<file path="src/rtl/vga_frame_reader_if.sv">
`default_nettype none
// ============================================================================
//  Module      : vga_frame_reader_if
//  Description : Frame-buffer read port and VGA DAC signals of the
//                frame reader, grouped as one bundle.
//  Revision    : 1.0  initial release
// ============================================================================
interface vga_frame_reader_if #(
   parameter int DATA_W = 12
);
   logic              enable;
   logic [16:0]       rd_address;
   logic [DATA_W-1:0] rd_data;
   logic [DATA_W-1:0] pixel;
   logic              hsync;
   logic              vsync;
   logic              blank;
   logic              frame_done;

   // Reader side: issues addresses, drives the DAC pins
   modport master (
      input  enable, rd_data,
      output rd_address, pixel, hsync, vsync, blank, frame_done
   );

   // Frame buffer / display side
   modport slave (
      output enable, rd_data,
      input  rd_address, pixel, hsync, vsync, blank, frame_done
   );
endinterface
`default_nettype wire

</file>
<file path="src/rtl/vga_frame_reader.sv">
`default_nettype none
// ============================================================================
//  Module      : vga_frame_reader
//  Description : VGA timing generator and 4x-upscaling frame-buffer reader.
//                Counter position -> registered address -> BRAM data ->
//                registered pixel, with sync/blank delayed to match.
//  Revision    : 1.0  initial release
// ============================================================================
module vga_frame_reader #(
   parameter int H_ACTIVE = 640,
   parameter int H_FP     = 16,
   parameter int H_SYNC   = 96,
   parameter int H_BP     = 48,
   parameter int V_ACTIVE = 480,
   parameter int V_FP     = 10,
   parameter int V_SYNC   = 2,
   parameter int V_BP     = 33,
   parameter int IMG_W    = 160,
   parameter int DATA_W   = 12
) (
   input  wire logic          clk25,
   input  wire logic          rst,
   vga_frame_reader_if.master vga
);

   localparam logic [9:0]  c_h_act   = 10'(H_ACTIVE);
   localparam logic [9:0]  c_v_act   = 10'(V_ACTIVE);
   localparam logic [9:0]  c_h_last  = 10'(H_ACTIVE + H_FP + H_SYNC + H_BP - 1);
   localparam logic [9:0]  c_v_last  = 10'(V_ACTIVE + V_FP + V_SYNC + V_BP - 1);
   localparam logic [9:0]  c_hs_first = 10'(H_ACTIVE + H_FP);
   localparam logic [9:0]  c_hs_last  = 10'(H_ACTIVE + H_FP + H_SYNC - 1);
   localparam logic [9:0]  c_vs_first = 10'(V_ACTIVE + V_FP);
   localparam logic [9:0]  c_vs_last  = 10'(V_ACTIVE + V_FP + V_SYNC - 1);
   localparam logic [9:0]  c_h_vis_last = 10'(H_ACTIVE - 1);
   localparam logic [9:0]  c_v_vis_last = 10'(V_ACTIVE - 1);
   localparam logic [16:0] c_img_w   = 17'(IMG_W);

   logic [9:0]        r_hcnt;
   logic [9:0]        r_vcnt;
   logic [16:0]       r_row_base;
   logic [16:0]       r_rd_address;
   logic              r_frame_done;
   logic [2:0]        r_hs_d;
   logic [2:0]        r_vs_d;
   logic [2:0]        r_blank_d;
   logic              r_en_frame;
   logic [DATA_W-1:0] r_pixel;

   logic              w_active;
   logic              w_hs_raw;
   logic              w_vs_raw;
   logic              w_line_end;
   logic [16:0]       w_addr;

   assign w_active   = (r_hcnt < c_h_act) && (r_vcnt < c_v_act);
   assign w_hs_raw   = !((r_hcnt >= c_hs_first) && (r_hcnt <= c_hs_last));
   assign w_vs_raw   = !((r_vcnt >= c_vs_first) && (r_vcnt <= c_vs_last));
   assign w_line_end = (r_hcnt == c_h_last);
   // Each stored pixel spans four columns, so the column index is hcnt/4
   assign w_addr     = r_row_base + 17'(r_hcnt[9:2]);

   // Raster counters and row base; row base steps once every four lines
   always_ff @(posedge clk25 or negedge rst) begin
      if (!rst) begin
         r_hcnt     <= '0;
         r_vcnt     <= '0;
         r_row_base <= '0;
      end else if (w_line_end) begin
         r_hcnt <= '0;
         if (r_vcnt == c_v_last) begin
            r_vcnt     <= '0;
            r_row_base <= '0;
         end else begin
            r_vcnt <= r_vcnt + 10'd1;
            if (r_vcnt[1:0] == 2'd3) begin
               r_row_base <= r_row_base + c_img_w;
            end
         end
      end else begin
         r_hcnt <= r_hcnt + 10'd1;
      end
   end

   // Address stage: read address and end-of-image marker for the same position
   always_ff @(posedge clk25 or negedge rst) begin
      if (!rst) begin
         r_rd_address <= '0;
         r_frame_done <= 1'b0;
      end else begin
         r_rd_address <= w_active ? w_addr : 17'd0;
         r_frame_done <= (r_hcnt == c_h_vis_last) && (r_vcnt == c_v_vis_last);
      end
   end

   // Three-stage delay keeps sync/blank aligned with the registered pixel
   always_ff @(posedge clk25 or negedge rst) begin
      if (!rst) begin
         r_hs_d    <= 3'b111;
         r_vs_d    <= 3'b111;
         r_blank_d <= 3'b111;
      end else begin
         r_hs_d    <= {r_hs_d[1:0], w_hs_raw};
         r_vs_d    <= {r_vs_d[1:0], w_vs_raw};
         r_blank_d <= {r_blank_d[1:0], !w_active};
      end
   end

   // Enable is latched only at the frame origin so a frame is never split
   always_ff @(posedge clk25 or negedge rst) begin
      if (!rst) begin
         r_en_frame <= 1'b0;
      end else if ((r_hcnt == 10'd0) && (r_vcnt == 10'd0)) begin
         r_en_frame <= vga.enable;
      end
   end

   // Output pixel: BRAM data when visible and enabled, black otherwise
   always_ff @(posedge clk25 or negedge rst) begin
      if (!rst) begin
         r_pixel <= '0;
      end else begin
         r_pixel <= (!r_blank_d[1] && r_en_frame) ? vga.rd_data : '0;
      end
   end

   assign vga.rd_address = r_rd_address;
   assign vga.frame_done = r_frame_done;
   assign vga.pixel      = r_pixel;
   assign vga.hsync      = r_hs_d[2];
   assign vga.vsync      = r_vs_d[2];
   assign vga.blank      = r_blank_d[2];

endmodule
`default_nettype wire

</file>
<file path="src/flat_wrapper.sv">
// flat-port wrapper written by rule: the top's interface ports become plain ports
module vga_frame_reader_flat 
#(
   parameter int H_ACTIVE = 640,
   parameter int H_FP     = 16,
   parameter int H_SYNC   = 96,
   parameter int H_BP     = 48,
   parameter int V_ACTIVE = 480,
   parameter int V_FP     = 10,
   parameter int V_SYNC   = 2,
   parameter int V_BP     = 33,
   parameter int IMG_W    = 160,
   parameter int DATA_W   = 12
)
  (clk25, rst, vga_enable, vga_rd_data, vga_rd_address, vga_pixel, vga_hsync, vga_vsync, vga_blank, vga_frame_done);
  vga_frame_reader_if #(.DATA_W(DATA_W)) vga_i ();
  input  wire logic clk25;
  input  wire logic rst;
  input wire logic [$bits(vga_i.enable)-1:0] vga_enable;
  input wire logic [$bits(vga_i.rd_data)-1:0] vga_rd_data;
  output wire logic [$bits(vga_i.rd_address)-1:0] vga_rd_address;
  output wire logic [$bits(vga_i.pixel)-1:0] vga_pixel;
  output wire logic [$bits(vga_i.hsync)-1:0] vga_hsync;
  output wire logic [$bits(vga_i.vsync)-1:0] vga_vsync;
  output wire logic [$bits(vga_i.blank)-1:0] vga_blank;
  output wire logic [$bits(vga_i.frame_done)-1:0] vga_frame_done;
  assign vga_i.enable = vga_enable;
  assign vga_i.rd_data = vga_rd_data;
  assign vga_rd_address = vga_i.rd_address;
  assign vga_pixel = vga_i.pixel;
  assign vga_hsync = vga_i.hsync;
  assign vga_vsync = vga_i.vsync;
  assign vga_blank = vga_i.blank;
  assign vga_frame_done = vga_i.frame_done;
  vga_frame_reader #(.H_ACTIVE(H_ACTIVE), .H_FP(H_FP), .H_SYNC(H_SYNC), .H_BP(H_BP), .V_ACTIVE(V_ACTIVE), .V_FP(V_FP), .V_SYNC(V_SYNC), .V_BP(V_BP), .IMG_W(IMG_W), .DATA_W(DATA_W)) u_core (.clk25(clk25), .rst(rst), .vga(vga_i));
endmodule
</file>
<file path="config.mk">
export PLATFORM = sky130hd
export DESIGN_NAME = vga_frame_reader_flat
export DESIGN_NICKNAME = d
export VERILOG_FILES = /design/src/rtl/vga_frame_reader_if.sv /design/src/rtl/vga_frame_reader.sv /design/src/flat_wrapper.sv
export SDC_FILE = /design/constraint.sdc
export NUM_CORES = 1
export LEC_CHECK = 0
export BUFFER_PORTS_ARGS = -buffer_cell sky130_fd_sc_hd__clkbuf_2
export CORE_MARGIN = 5
export CORE_UTILIZATION = 51
export DETAILED_ROUTE_END_ITERATION = 6
export PLACE_DENSITY = 0.76
export SYNTH_ARGS = -nofsm -noshare
export SYNTH_HDL_FRONTEND = slang
export SYNTH_SLANG_ARGS = --single-unit
</file>
<file path="constraint.sdc">
create_clock -name clk25 -period 2 [get_ports clk25]
set_clock_uncertainty 0.1 [all_clocks]
set_input_delay 0.2 -clock clk25 [delete_from_list [all_inputs] [get_ports clk25]]
set_output_delay 0.2 -clock clk25 [all_outputs]
set_load 0.05 [all_outputs]
</file>
; Word-level counts from Yosys, hierarchy flattened
; Cells that the tools add are included.
[totals]
regBits = 77
output_inout_bits = 33
input_bits = 15
word_cells = 45
[classes]
add_sub_neg = 4
muxes = 6
order_cmp = 6
n_eq_ne = 5
n_reduce_logical = 14
[ops]
columns = operator, count
row1 = 17-bit 2-to-1 mux, 3
row2 = "10-bit equality test, second input constant", 3
row3 = "10-bit by 1-bit adder with 10-bit output, second input constant", 2
row4 = 10-bit logical NOT, 2
row5 = 10-bit 2-to-1 mux, 2
row6 = 17-bit by 8-bit adder with 17-bit output, 1
row7 = "17-bit by 8-bit adder with 17-bit output, second input constant", 1
row8 = 12-bit 2-to-1 mux, 1
row9 = "10-bit by 9-bit equality test with 1-bit output, second input constant", 1
row10 = "10-bit greater-or-equal comparator, second input constant", 1
row11 = "10-bit by 9-bit greater-or-equal comparator with 1-bit output, second input constant", 1
row12 = "10-bit <= comparator, second input constant", 1
row13 = "10-bit by 9-bit <= comparator with 1-bit output, second input constant", 1
row14 = "10-bit less-than comparator, second input constant", 1
row15 = "10-bit by 9-bit less-than comparator with 1-bit output, second input constant", 1
row16 = 1-bit logical AND, 6
row17 = 1-bit logical NOT, 4
row18 = "2-bit equality test, second input constant", 1
row19 = 2-bit AND reduction, 1
row20 = 2-bit nonzero test, 1

; Longest topological paths before layout
[depth]
depth_word = 3
depth_mapped = 7
depth_no_buf = 6

; Worst setup path before layout
; Ideal clock, no wire load.
[synth_timing]
path_kind = flip-flop to flip-flop
startpoint = register u_core.r_hcnt[8]
endpoint = register u_core.r_rd_address[9] (netlist: u_core.vga.rd_address[9])
setup_slack_ns = 0.088
setup_ns = 0.126
required_time_ns = 1.774
stages_incl_launch_ff = 7
arrival_time_ns = 1.686
synth_period_minus_slack_ns = 1.912
n_path_buf = 1
cell_sequence = dfrtp_1 > ha_1 > a21o_1 > a21oi_1 > clkbuf_1 > or3_2 > a21oi_1
[synth_via]
elab_chain_cells = 3
word_cells_on_any_way = 4
classes_between = add/sub: 1 / order compare: 1 / mux: 1 / reduce/logical: 1
[synth_rtl]
columns = item, line
row1 = from (decl), vga_frame_reader.sv:38  ; logic [9:0] r_hcnt;
row2 = from (signal assigned), vga_frame_reader.sv:80  ; r_hcnt <= r_hcnt + 10'd1;
row3 = branches (longest 2 deep; another with 17-bit by 8-bit adder with 17-bit output), --
row4 = 17-bit 2-to-1 mux *, vga_frame_reader.sv:90  ; r_rd_address <= w_active ? w_addr : 17'd0;
row5 = to (signal assigned), vga_frame_reader.sv:90
row6 = to (decl), vga_frame_reader.sv:41  ; logic [16:0] r_rd_address;
; Every way passes the cells marked *.
; A chain may end at the register's enable or synchronous reset.

; Final worst setup path
[layout_timing]
startpoint = register u_core.r_vcnt[0]
endpoint = register u_core.r_en_frame
[layout_via]
elab_chain_cells = 2
[layout_rtl]
columns = item, line
row1 = from (decl), vga_frame_reader.sv:39  ; logic [9:0] r_vcnt;
row2 = from (signal assigned), vga_frame_reader.sv:74  ; r_vcnt <= r_vcnt + 10'd1;
row3 = 10-bit logical NOT, vga_frame_reader.sv:112  ; end else if ((r_hcnt == 10'd0) && (r_vcnt == 10'd0)) begin
row4 = 1-bit logical AND, vga_frame_reader.sv:112
row5 = to (signal assigned), vga_frame_reader.sv:113  ; r_en_frame <= vga.enable;
row6 = to (decl), vga_frame_reader.sv:46  ; logic r_en_frame;
; No other way between the ends.

==> results_dict.tcl <==
set metrics [dict create \
    status "finished clean" \
    clock_path_buffers 2 \
    finalSetupTns_ps 0 \
    ys.flop_type "sky130_fd_sc_hd__dfrtp_1" \
    synth-edff-count 0 \
    yosys.area_share.xor_xnor_pct 4.988 \
    worst_setup_path_start_kind "flip-flop" \
    root_cell_of_the_clock_tree "sky130_fd_sc_hd__clkbuf_8" \
    grt_pass1_vias 2632 \
    cellInternalPower_mw 2.361 \
    power.combinational.fraction_pct 4.7 \
    power.share.switching_pct 22.09 \
    avgRoutedWirePerCell_microns 15.89 \
    tritoncts "done" \
    dp_hpwl_microns 4595 \
    ff2ff_setup_slack_ps 90 \
    synth_top_family_by_area "simple AND/OR/NAND/NOR gates" \
    utilization_after_layout_pct 68.40 \
    seq_area_frac_synth_pct 57.36 \
    grt_max_degree 30 \
    layout.nets 398 \
    grt_pass1_wl_microns 12190 \
    crit_path_top_delay_cell "sky130_fd_sc_hd__dfrtp_2" \
    fin_area_sq_um 4098 \
    worst_path_largest_cell_delay_ps 450 \
    placement.setup.worst_slack_ps 23.30 \
    cp_max_fo 6 \
    power.switching_uw 669.5 \
    floorplan.die.width_microns 88.72 \
    layout_cells_sized_above_1_pct 32.37 \
    placed_cell_area_sq_um 3649 \
    dr_total_vias 2499 \
    crit_path_max_delay_family "simple AND/OR/NAND/NOR gates" \
    power.share.clock_pct 46.7 \
    synth.avg_cell_area_sq_um 11.09 \
    p_total_mw 3.031 \
    chipHeight_microns 88.72 \
    synth_adder_area_share_pct 3.167 \
    clkSinkCount 72 \
    p_leak_nw 1.998 \
    max_slew.worst_pin.slew_ps 638.9 \
    timing_worst_setup_path_type "flip-flop to flip-flop" \
    end_kind "flip-flop" \
    crit_chain "inv_1 -> ha_1 -> nor4b_1 -> buf_4 -> nand2_1 -> nor2_4 -> mux2_2" \
    num_antenna_cells 0 \
    netlist.top_cell.by_area "sky130_fd_sc_hd__dfrtp_1" \
    vias_per_cell 5.492 \
    power.density_cell_area_nw_per_um2 739.6 \
    floorplan.io_pins 48 \
    clk_pin_slew_worst_paths_ps 90 \
    max_freq_mhz 522.4 \
    cell_types_occupying_the_most_area_after_synthesis "sky130_fd_sc_hd__dfrtp_1 (50%), sky130_fd_sc_hd__dfstp_2 (7.5%), sky130_fd_sc_hd__and2_1 (4.0%), sky130_fd_sc_hd__ha_1 (3.2%), sky130_fd_sc_hd__xnor2_1 (3.0%)" \
    place_congestion 0.8781 \
    synth-seq-cells 72 \
    fp-row-count 28 \
    postRouteAntennaNets 0 \
    dr.pass1.iters 4 \
    min-delay-path-class "input pin to asynchronous set/reset pin" \
    grt_antenna_before_repair 0 \
    path_buf_inv 2 \
    muxShareOfSynthArea_pct 0.3563 \
    ctsHtreeMaxLevel 3 \
    numPortBuffers 47 \
    synth.cell_area_sq_um 3161 \
    power.share.sequential_pct 48.6 \
    synthesis.instances 285 \
    die_area_sq_um 7871 \
    yosysWarningCount 0 \
    synth_area_in_compound_gates_pct 8.789 \
    finalWirelength_microns 7231 \
    syn2layout_area_growth_pct 29.65 \
    number_of_design_rule_violations_left_after_detail_routing 0 \
    asyncSetResetFlopFracSynth_pct 100.0 \
    yosysTopAreaCellShare_pct 49.88 \
    drv_slew 0 \
    post_synth_and_or_nand_nor_area_fraction_pct 22.37 \
    start_util_pct 52.76 \
    numCtsBuffers 9 \
    worst_ep_arrival_time_ps 2040 \
    final.setup.worst_slack_ps 85.89 \
    syn_nets 308 \
    final.period_utilization_pct 95.71 \
    setup_viol_count_final 0 \
    globalRoute.totalOverflow 0 \
    critical_path_required_ps 2120 \
    drt_first_iter_violations 172 \
    timing_hold_violations_final 0 \
    grt.total_usage_pct 20.23 \
    maxSlewHeadroom_pct 57.32 \
    rsz0062_at_grt "false" \
    number_of_distinct_library_cell_variants_in_the_gate_level_netlist_after_synthesis 41 \
    max_cap_viol_count 0 \
    core-area_sq_um 5991 \
    worst_skew_pair.late_latency_ps 350 \
    min_period_ps 1914 \
    ir_drop_mv 0.5283 \
]
final timing paths:
path | cells past startpoint | to | from
worst max-delay path | 7 | u_core.r_en_frame$_DFFE_PN0P_ | u_core.r_vcnt[0]$_DFFE_PN0P_
worst min-delay path | 2 | u_core.vga.rd_address[9]$_DFF_PN0_ | rst
worst max register to register | 7 | u_core.r_en_frame$_DFFE_PN0P_ | u_core.r_vcnt[0]$_DFFE_PN0P_
worst min register to register | 0 | u_core.r_vs_d[2]$_DFF_PN1_ | u_core.r_vs_d[1]$_DFF_PN1_
max in group asynchronous | 3 | u_core.r_blank_d[0]$_DFF_PN1_ | rst
min in group clk25 | 0 | u_core.r_vs_d[2]$_DFF_PN1_ | u_core.r_vs_d[1]$_DFF_PN1_
flip-flops by register name (all words and copies together) (netlist names):
register,flops
u_core.r_blank_d,3
u_core.r_en_frame,1
u_core.r_hcnt,10
u_core.r_hs_d,3
u_core.r_row_base,12
u_core.r_vcnt,10
u_core.r_vs_d,3
u_core.vga.frame_done,1
u_core.vga.pixel,12
u_core.vga.rd_address,17
cell usage in the layout, fill, tap and decap left out, types with 2 or more instances in the layout:
| cell | instances |
|---|---|
| sky130_fd_sc_hd__buf_4 | 29 |
| sky130_fd_sc_hd__nor4b_1 | 2 |
| sky130_fd_sc_hd__dlygate4sd3_1 | 14 |
| sky130_fd_sc_hd__inv_1 | 7 |
| sky130_fd_sc_hd__or3_2 | 5 |
| sky130_fd_sc_hd__dfrtp_1 | 61 |
| sky130_fd_sc_hd__ha_1 | 8 |
| sky130_fd_sc_hd__inv_6 | 3 |
| sky130_fd_sc_hd__nand3_2 | 2 |
| sky130_fd_sc_hd__nor3_1 | 3 |
| sky130_fd_sc_hd__xnor2_1 | 11 |
| sky130_fd_sc_hd__nor4bb_1 | 2 |
| sky130_fd_sc_hd__nand4_2 | 3 |
| sky130_fd_sc_hd__a21oi_1 | 17 |
| sky130_fd_sc_hd__xor2_1 | 7 |
| sky130_fd_sc_hd__dfstp_2 | 9 |
| sky130_fd_sc_hd__bufinv_16 | 3 |
| sky130_fd_sc_hd__and4_1 | 2 |
| sky130_fd_sc_hd__a31oi_1 | 2 |
| sky130_fd_sc_hd__nand3_1 | 7 |
| sky130_fd_sc_hd__nand2_1 | 15 |
| sky130_fd_sc_hd__nand4_1 | 11 |
| sky130_fd_sc_hd__o31ai_1 | 6 |
| sky130_fd_sc_hd__nor2b_1 | 3 |
| sky130_fd_sc_hd__or4_1 | 7 |
| sky130_fd_sc_hd__clkbuf_8 | 9 |
| sky130_fd_sc_hd__or3_1 | 5 |
| sky130_fd_sc_hd__clkbuf_2 | 46 |
| sky130_fd_sc_hd__and2_1 | 20 |
| sky130_fd_sc_hd__and3_1 | 5 |
| sky130_fd_sc_hd__o21ai_0 | 18 |
| sky130_fd_sc_hd__a21oi_2 | 2 |
| sky130_fd_sc_hd__dfrtp_2 | 2 |
| sky130_fd_sc_hd__nor2_1 | 16 |
cells in the mapped netlist, types with 2 or more instances:
| cell type | count |
|---|---|
| sky130_fd_sc_hd__dfrtp_1 | 63 |
| sky130_fd_sc_hd__and2_1 | 20 |
| sky130_fd_sc_hd__a21oi_1 | 19 |
| sky130_fd_sc_hd__o21ai_0 | 18 |
| sky130_fd_sc_hd__nor2_1 | 17 |
| sky130_fd_sc_hd__nand2_1 | 15 |
| sky130_fd_sc_hd__nand4_1 | 11 |
| sky130_fd_sc_hd__xnor2_1 | 11 |
| sky130_fd_sc_hd__dfstp_2 | 9 |
| sky130_fd_sc_hd__nand3_1 | 9 |
| sky130_fd_sc_hd__ha_1 | 8 |
| sky130_fd_sc_hd__inv_1 | 7 |
| sky130_fd_sc_hd__or4_1 | 7 |
| sky130_fd_sc_hd__xor2_1 | 7 |
| sky130_fd_sc_hd__and3_1 | 6 |
| sky130_fd_sc_hd__buf_2 | 6 |
| sky130_fd_sc_hd__o31ai_1 | 6 |
| sky130_fd_sc_hd__or3_1 | 5 |
| sky130_fd_sc_hd__or3_2 | 5 |
| sky130_fd_sc_hd__clkbuf_1 | 4 |
| sky130_fd_sc_hd__and4_1 | 3 |
| sky130_fd_sc_hd__nand4_2 | 3 |
| sky130_fd_sc_hd__nor2b_1 | 3 |
| sky130_fd_sc_hd__nor3_1 | 3 |
| sky130_fd_sc_hd__a31oi_1 | 2 |
| sky130_fd_sc_hd__nor4b_1 | 2 |
| sky130_fd_sc_hd__nor4bb_1 | 2 |
area by class of cell:
type                            instances  area, sq um
Clock buffer                            9        123.9
Clock inverter                          7        125.1
Fill cell                             403         1893
Inverter                                8        30.03
Multi-Input combinational cell        193         1296
Sequential cell                        72         1815
Tap cell                               75        93.84
Timing Repair Buffer                   91        613.1
stage by stage:
step           hold slack [ps]  instances
3_3_place_gp             21.16        423
6_report                 207.7        455
2_1_floorplan           -195.6        285
5_1_grt                  215.5        455
4_1_cts                  179.9        454
3_5_place_dp             28.23        423
what timing repair did:
item | CTS | global route
endpoints found under the hold margin | 54 | 0
endpoints found under the setup margin | 1 | 24
hold buffers | 14 | 0
setup buffers | 1 | 1
gates resized for setup | 0 | 13
pin swaps | 1 | 2
power by group through the flow:
stage	logic (mW)	registers (mW)	clock network, mW
floorplan	0.0114	1.55	0
global placement	0.119	1.50	0
detailed placement	0.121	1.50	0
CTS	0.143	1.47	1.44
global route	0.156	1.47	1.51
finish	0.142	1.47	1.42
per-layer routing:
| layer | part of all wire (%) | wire length [microns] | vias to the layer above | GRT usage, % |
|---|---|---|---|---|
| li1 | - | - | 1193 | - |
| met1 | 43 | 3109 | 1210 | 25.06 |
| met2 | 49 | 3563 | 88 | 33.67 |
| met3 | 6.7 | 485 | 8 | 5.587 |
| met4 | 1.0 | 72 | 0 | 7.692 |
| met5 | 0 | 0 | - | 0 |
cells by family (layout without fill, tap and decap cells):
| logic type | Yosys count | in the layout |
|---|---|---|
| DFF | 72 | 72 |
| AOI/OAI and AO/OA | 49 | 49 |
| adders and majority gates | 8 | 8 |
| and+or+nand+nor | 117 | 117 |
| buffers and inverters | 20 | 115 |
| muxes | 1 | 1 |
| xor gates and xnor gates | 18 | 18 |
Power figures use the tool's default switching activity.
